==> src/rtl/cnn_cell_euler_iter.sv <==
// Iterative CNN cell: n_iter forward-Euler steps of dx = -x + sum(A*y) + sum(B*u) + I, then y = sat(x).
// Latency: start -> done = 2 + n_iter*(TAPS+1) cycles; one shared multiply pair walks the taps.
// No backpressure: start is only honoured in IDLE; neighbour y is sampled in LOAD and UPD.
module cnn_cell_euler_iter #(
   parameter int WIDTH    = 9,
   parameter int TAPS     = 9,
   parameter int FRAC     = 4,
   parameter int DT_SHIFT = 1,
   parameter int ITW      = 8
) (
   input  logic                      clk,
   input  logic                      reset,
   input  logic                      start,
   input  logic [ITW-1:0]            n_iter,
   input  logic [TAPS*WIDTH-1:0]     a_flat,
   input  logic [TAPS*WIDTH-1:0]     b_flat,
   input  logic [TAPS*WIDTH-1:0]     u_flat,
   input  logic [WIDTH-1:0]          bias,
   input  logic [2*WIDTH-1:0]        x_init,
   input  logic [TAPS*2*WIDTH-1:0]   y_nbr,
   output logic                      busy,
   output logic                      step,
   output logic                      done,
   output logic [2*WIDTH-1:0]        x_out,
   output logic [2*WIDTH-1:0]        y_out
);

   localparam int XW = 2*WIDTH;
   localparam int PW = 3*WIDTH;
   // Sized so nine full-scale products plus bias and state can never wrap.
   localparam int AW = 3*WIDTH + $clog2(2*TAPS) + 1;
   localparam int KW = (TAPS > 1) ? $clog2(TAPS) : 1;

   localparam logic signed [AW-1:0] X_MAX = AW'((2**(XW-1)) - 1);
   localparam logic signed [AW-1:0] X_MIN = AW'(-(2**(XW-1)));
   localparam logic signed [XW-1:0] Y_MAX = XW'(2**FRAC);
   localparam logic signed [XW-1:0] Y_MIN = XW'(-(2**FRAC));

   typedef enum logic [2:0] {S_IDLE, S_LOAD, S_MAC, S_UPD, S_FIN} state_t;

   state_t                  state;
   logic [TAPS*WIDTH-1:0]   a_r, b_r, u_r;
   logic [TAPS*XW-1:0]      y_r;
   logic signed [WIDTH-1:0] bias_r;
   logic [ITW-1:0]          n_r;
   logic [ITW-1:0]          iter;
   logic [KW-1:0]           k;
   logic signed [AW-1:0]    acc;
   logic signed [XW-1:0]    x_r;

   logic signed [WIDTH-1:0] a_k, b_k, u_k;
   logic signed [XW-1:0]    y_k;
   logic signed [PW-1:0]    prod_a, prod_b;
   logic signed [AW-1:0]    mac_term;
   logic signed [AW-1:0]    d_val, x_sum;
   logic signed [XW-1:0]    x_next;

   // Clamp a wide intermediate into the signed state range.
   function automatic logic signed [XW-1:0] sat_x(input logic signed [AW-1:0] v);
      if (v > X_MAX)
         return XW'(X_MAX);
      else if (v < X_MIN)
         return XW'(X_MIN);
      else
         return XW'(v);
   endfunction

   // Cell output nonlinearity: clamp to [-1.0, +1.0] in FRAC fixed point.
   function automatic logic [XW-1:0] sat_y(input logic signed [XW-1:0] v);
      if (v > Y_MAX)
         return Y_MAX;
      else if (v < Y_MIN)
         return Y_MIN;
      else
         return v;
   endfunction

   assign x_out = x_r;

   // Select tap k and form its two rescaled products (shifts floor toward -inf).
   always_comb begin
      a_k      = $signed(a_r[k*WIDTH +: WIDTH]);
      b_k      = $signed(b_r[k*WIDTH +: WIDTH]);
      u_k      = $signed(u_r[k*WIDTH +: WIDTH]);
      y_k      = $signed(y_r[k*XW +: XW]);
      prod_a   = PW'(a_k) * PW'(y_k);
      prod_b   = PW'(b_k) * PW'(u_k);
      mac_term = AW'(prod_a >>> FRAC) + AW'(prod_b >>> FRAC);
   end

   // Euler update candidate: x + (acc + I - x) * 2^-DT_SHIFT, saturated.
   always_comb begin
      d_val  = acc + AW'(bias_r) - AW'(x_r);
      x_sum  = AW'(x_r) + (d_val >>> DT_SHIFT);
      x_next = sat_x(x_sum);
   end

   // Control FSM and datapath registers; all outputs are registered here.
   always_ff @(posedge clk) begin
      if (reset) begin
         state  <= S_IDLE;
         a_r    <= '0;
         b_r    <= '0;
         u_r    <= '0;
         y_r    <= '0;
         bias_r <= '0;
         n_r    <= '0;
         iter   <= '0;
         k      <= '0;
         acc    <= '0;
         x_r    <= '0;
         y_out  <= '0;
         busy   <= 1'b0;
         step   <= 1'b0;
         done   <= 1'b0;
      end else begin
         step <= 1'b0;
         done <= 1'b0;
         case (state)
            S_IDLE: begin
               if (start) begin
                  a_r    <= a_flat;
                  b_r    <= b_flat;
                  u_r    <= u_flat;
                  bias_r <= $signed(bias);
                  n_r    <= n_iter;
                  x_r    <= $signed(x_init);
                  y_out  <= sat_y($signed(x_init));
                  busy   <= 1'b1;
                  state  <= S_LOAD;
               end
            end
            S_LOAD: begin
               y_r  <= y_nbr;
               acc  <= '0;
               k    <= '0;
               iter <= '0;
               if (n_r == '0) begin
                  busy  <= 1'b0;
                  done  <= 1'b1;
                  state <= S_FIN;
               end else begin
                  state <= S_MAC;
               end
            end
            S_MAC: begin
               acc <= acc + mac_term;
               if (k == KW'(TAPS-1)) begin
                  k     <= '0;
                  state <= S_UPD;
               end else begin
                  k <= k + 1'b1;
               end
            end
            S_UPD: begin
               x_r   <= x_next;
               y_out <= sat_y(x_next);
               step  <= 1'b1;
               iter  <= iter + 1'b1;
               y_r   <= y_nbr;
               acc   <= '0;
               k     <= '0;
               if (iter + 1'b1 == n_r) begin
                  busy  <= 1'b0;
                  done  <= 1'b1;
                  state <= S_FIN;
               end else begin
                  state <= S_MAC;
               end
            end
            S_FIN: begin
               state <= S_IDLE;
            end
            default: begin
               state <= S_IDLE;
            end
         endcase
      end
   end

endmodule

==> config.mk <==
export PLATFORM = sky130hd
export DESIGN_NAME = cnn_cell_euler_iter
export DESIGN_NICKNAME = d
export VERILOG_FILES = /design/src/rtl/cnn_cell_euler_iter.sv
export SDC_FILE = /design/constraint.sdc
export NUM_CORES = 2
export LEC_CHECK = 0
export BUFFER_PORTS_ARGS = -buffer_cell sky130_fd_sc_hd__buf_2
export CORE_ASPECT_RATIO = 1.1
export CORE_UTILIZATION = 60
export CTS_CLUSTER_SIZE = 30
export DETAILED_ROUTE_END_ITERATION = 8
export HOLD_SLACK_MARGIN = 0.05
export PLACE_DENSITY = 0.84
export SLEW_MARGIN = 30
export SYNTH_ARGS = -nofsm -noshare
export SYNTH_HDL_FRONTEND = slang
export SYNTH_SLANG_ARGS = --single-unit
export TNS_END_PERCENT = 100
==> constraint.sdc <==
create_clock -name clk -period 16.25 [get_ports clk]
set_input_delay 3.25 -clock clk [delete_from_list [all_inputs] [get_ports clk]]
set_output_delay 3.25 -clock clk [all_outputs]
set_load 0.01 [all_outputs]
==> impl_metrics.csv <==
group,metric,value,unit
grt,grt_overflow,0,
worst_setup_path,critical_path.reg2reg.startpoint,"k[0]$_SDFFE_PP0P_",
synth,mappedNetlistArea,36400,um2
sta,fmax,86.9,MHz
synth,netlist-cell-type-count,80,
sta,final-max-slew-violation-count,0,
grt,grt_start_max_net_pins,213,
die,core_region_area,59900,um2
sta,worst_pin_slew,1.12,ns
synth,synthCells,4466,
synth,synth_register_bits,509,
worst_setup_path,worst_setup_path_startpoint,"k[0]$_SDFFE_PP0P_",
grt,globalRouteMet1Util,41.5,%
sta,setup_viol,0,
route,avgRoutedWirePerCell,19.2,um
synth,yosysWarningCount,0,
placed_design,io_buffer_count,481,
die,io_pins,482,
clocking,tritoncts,"built",
worst_setup_path,timing.critical_path.mode_cell,"sky130_fd_sc_hd__fa_1",
synth,number_of_enable_flip_flop_cells_after_synthesis,0,
layout,nets,5692,
sta,hold_ws,0.453,ns
worst_setup_path,critPathSlowestCell,"sky130_fd_sc_hd__dfxtp_4",
worst_setup_path,type_of_element_launching_the_critical_path,"flop",
power_and_ir_drop,p_per_area,126,nW/um2
worst_setup_path,path_delay_family,"compound AO/OA/AOI/OAI gates",
job,max_cap_viol_count,0,
synth,synth-seq-area-share,28.0,%
grt,grt_pass1_vias,32200,
die,floorplan.initialDensity,60.8,%
layout,final_design_area_no_fill,41000,um2
worst_hold_path,min-delay-start,"u_r[25]$_SDFFE_PP0P_",
route,postRouteWirelength,108,mm
worst_setup_path,arrival,12.03,ns
power_and_ir_drop,leakagePower,18.2,nW
sta,max_slew_margin,25.2,%
grt,antenna_found_initial,9,
worst_hold_path,path_category_of_the_worst_min_delay_check,"reg2reg",
layout,area_growth_syn_to_layout,12.6,%
synth,post_synth.cell_area_avg,8.15,um2
route,mean_number_of_vias_per_cell,5.89,
clocking,clockRootBuffer,"sky130_fd_sc_hd__clkbuf_16",
die,die_area,61700,um2
synth,postSynth.topFlopCell,"sky130_fd_sc_hd__dfxtp_1",
route,post-route-drc-count,0,
outcome,run_status,"completed",
clocking,clock_tree.buffer_depth,3,
die,floorplan.die.height,260,um
sta,post_layout_minimum_cycle_time,11.50,ns
clocking,post_cts_buffers,0,
grt,globalRouteMet2Util,58.2,%
route,dr.pass1.iters,6,
layout,drive_above_1_share,15.1,%
grt,globalRouteTotalUtil,34.4,%
placed_design,detailedPlacementHpwl,81.6,mm
grt,wire_length_of_the_first_global_routing_pass,168,mm
sta,final.setup.worst_slack,4.75,ns
clocking,clock_sinks,509,
clocking,clk_latency,0.64,ns
worst_setup_path,worst-setup-path-type,"reg2reg",
worst_setup_path,timing.critical_path.slowest_cell_delay,0.93,ns
synth,ys_async_sr_fraction,0,%
route,detail_route.iter0.violations,3228,
placed_design,dp_slack,4.63,ns
sta,fin_setup_tns,0,ns
clocking,cts.reportedPaths.clkPinSlew,0.07,ns
clocking,h-tree-depth,2,
placed_design,globalplace.congestion,0.968,
synth,synthesis.nets,5367,
route,drt.antenna.violating_nets,0,
sta,finalCritPeriodShare,70.8,%
clocking,cts_buffers,51,
route,via_total_after_detailed_routing,33100,
sta,clock_skew,0.0582,ns
die,die_x,237,um
worst_setup_path,endpoint_kind,"flop",
placed_design,dpl-instance-area,39200,um2
sta,grt_setup_unrepaired,"false",
sta,final_hold_viol_count,0,
grt,globalRouteMet3Util,5.13,%
worst_setup_path,critPathRequiredTime,16.78,ns
clocking,postCtsResizedCells,0,
clocking,holdBufCountCts,0,
grt,global_route.peak_usage_layer,"met2",
layout,finished_core_util,68.5,%
worst_setup_path,critPathMaxFanout,46,
die,std_cell_rows,94,
worst_setup_path,critical_path_buf_inv_count,3,
power_and_ir_drop,irDropWorstVdd,102,uV
sequential cells by signal, indices dropped and copies added, names as in the netlist:
signal	count
iter	8
y_out	18
x_out	18
done	1
step	1
u_r	81
acc	33
k	4
a_r	81
state	3
busy	1
n_r	8
b_r	81
bias_r	9
y_r	162
synthesized netlist by cell type, types with 4 or more instances:
cell type	count	area [um2]
sky130_fd_sc_hd__a21boi_0	5	37.5
sky130_fd_sc_hd__nor2b_1	17	106
sky130_fd_sc_hd__mux2i_1	49	490
sky130_fd_sc_hd__a21o_1	38	285
sky130_fd_sc_hd__a311oi_1	20	175
sky130_fd_sc_hd__or2_2	9	56.3
sky130_fd_sc_hd__nand2b_1	34	213
sky130_fd_sc_hd__clkbuf_1	210	788
sky130_fd_sc_hd__nor4_1	19	119
sky130_fd_sc_hd__nand2_1	1165	4370
sky130_fd_sc_hd__o41ai_1	5	43.8
sky130_fd_sc_hd__nand4_1	23	144
sky130_fd_sc_hd__a31o_2	4	35.0
sky130_fd_sc_hd__xnor2_1	96	841
sky130_fd_sc_hd__or4_1	6	45.0
sky130_fd_sc_hd__a31oi_1	33	206
sky130_fd_sc_hd__and4_1	5	43.8
sky130_fd_sc_hd__xor2_1	46	403
sky130_fd_sc_hd__and3_1	11	68.8
sky130_fd_sc_hd__and2_1	37	231
sky130_fd_sc_hd__fa_1	269	5390
sky130_fd_sc_hd__nor2_1	173	649
sky130_fd_sc_hd__a21oi_1	558	2790
sky130_fd_sc_hd__o21ai_1	33	165
sky130_fd_sc_hd__a2111oi_0	4	35.0
sky130_fd_sc_hd__o211ai_1	6	45.0
sky130_fd_sc_hd__nor3_1	25	125
sky130_fd_sc_hd__ha_1	189	2360
sky130_fd_sc_hd__o31ai_1	17	128
sky130_fd_sc_hd__dfxtp_1	509	10200
sky130_fd_sc_hd__o31a_1	11	96.3
sky130_fd_sc_hd__buf_1	27	101
sky130_fd_sc_hd__or4b_1	6	60.1
sky130_fd_sc_hd__o21ai_0	84	420
sky130_fd_sc_hd__o21a_1	31	233
sky130_fd_sc_hd__or3_1	9	56.3
sky130_fd_sc_hd__a211oi_1	14	105
sky130_fd_sc_hd__buf_2	4	20.0
sky130_fd_sc_hd__a221oi_1	6	52.6
sky130_fd_sc_hd__nand3_1	56	280
sky130_fd_sc_hd__o21bai_1	15	113
sky130_fd_sc_hd__inv_1	434	1630
sky130_fd_sc_hd__a32o_1	5	50.1
sky130_fd_sc_hd__mux4_2	90	2030
layout make-up:
| class | count | area (um2) |
|---|---|---|
| Antenna cell | 10 | 25.0 |
| Multi-Input combinational cell | 3281 | 23700 |
| Clock buffer | 72 | 1470 |
| Tap cell | 768 | 961 |
| Inverter | 435 | 1630 |
| Fill cell | 4701 | 18900 |
| Clock inverter | 22 | 285 |
| Sequential cell | 509 | 10200 |
| Timing Repair Buffer | 513 | 2700 |
routing by layer:
metal  wire length (um)  up-vias
met5                  0        -
met4               7130        0
met3               7910      340
met2              51600     1455
met1              41000    15800
li1                   -    15400
placed cells by master (no fill, tap or decap), types with 16 or more instances in the layout:
master	count
sky130_fd_sc_hd__dfxtp_1	505
sky130_fd_sc_hd__ha_1	189
sky130_fd_sc_hd__nor2b_1	16
sky130_fd_sc_hd__mux2i_1	49
sky130_fd_sc_hd__nand3_1	56
sky130_fd_sc_hd__mux4_2	90
sky130_fd_sc_hd__nor3_1	24
sky130_fd_sc_hd__o21ai_1	32
sky130_fd_sc_hd__xnor2_1	95
sky130_fd_sc_hd__a21o_1	38
sky130_fd_sc_hd__nor4_1	19
sky130_fd_sc_hd__clkbuf_16	52
sky130_fd_sc_hd__a21oi_1	558
sky130_fd_sc_hd__a31oi_1	33
sky130_fd_sc_hd__fa_1	269
sky130_fd_sc_hd__nand4_1	23
sky130_fd_sc_hd__nand2b_1	33
sky130_fd_sc_hd__buf_2	480
sky130_fd_sc_hd__and2_1	37
sky130_fd_sc_hd__o31ai_1	17
sky130_fd_sc_hd__a311oi_1	20
sky130_fd_sc_hd__buf_4	26
sky130_fd_sc_hd__o21a_1	31
sky130_fd_sc_hd__xor2_1	46
sky130_fd_sc_hd__nor2_1	172
sky130_fd_sc_hd__nand2_1	1164
sky130_fd_sc_hd__o21ai_0	84
sky130_fd_sc_hd__inv_1	432
per-stage QoR:
step                      std cells  power (mW)
after CTS                      5600        5.12
after detailed placement       5506        3.90
after global placement         5506        3.85
after global routing           5608        5.48
after floorplan                4466        3.32
final                          5610        5.15
worst register-to-register path: cells and delay by family (launching register included):
| family | cells | cell delay, ns |
|---|---|---|
| xor gates and xnor gates | 3 | 0.39 |
| buffers and inverters | 3 | 0.80 |
| adders and majority gates | 8 | 3.65 |
| DFF | 1 | 0.93 |
| muxes | 1 | 0.61 |
| and+or+nand+nor | 5 | 1.06 |
| AOI/OAI and AO/OA | 14 | 3.94 |
worst paths after layout:
kind / end / slack [ns] / cells after the start
max: acc[32]$_SDFFE_PP0P_ / 4.75 / 34
min: u_r[25]$_SDFFE_PP0P_ / 0.45 / 2
max reg2reg: acc[32]$_SDFFE_PP0P_ / 4.75 / 34
min reg2reg: u_r[25]$_SDFFE_PP0P_ / 0.45 / 2
power by group:
| part | total [mW] | switching, mW | internal (mW) |
|---|---|---|---|
| Combinational | 2.48 | 1.52 | 0.964 |
| Sequential | 1.44 | 0.0784 | 1.36 |
| Clock | 1.23 | 0.545 | 0.689 |
kinds of logic after synthesis:
family                   after synthesis  share of synthesized area, %
adder cells (fa/ha/maj)              458                          21.3
AND/OR/NAND/NOR                     1611                          18.4
XOR/XNOR                             142                          3.42
flip-flops                           509                          28.0
buffers and inverters                676                          6.98
AO/OA/AOI/OAI                        929                          14.9
multiplexers                         141                          6.98
(Power assumes the default switching activity.)
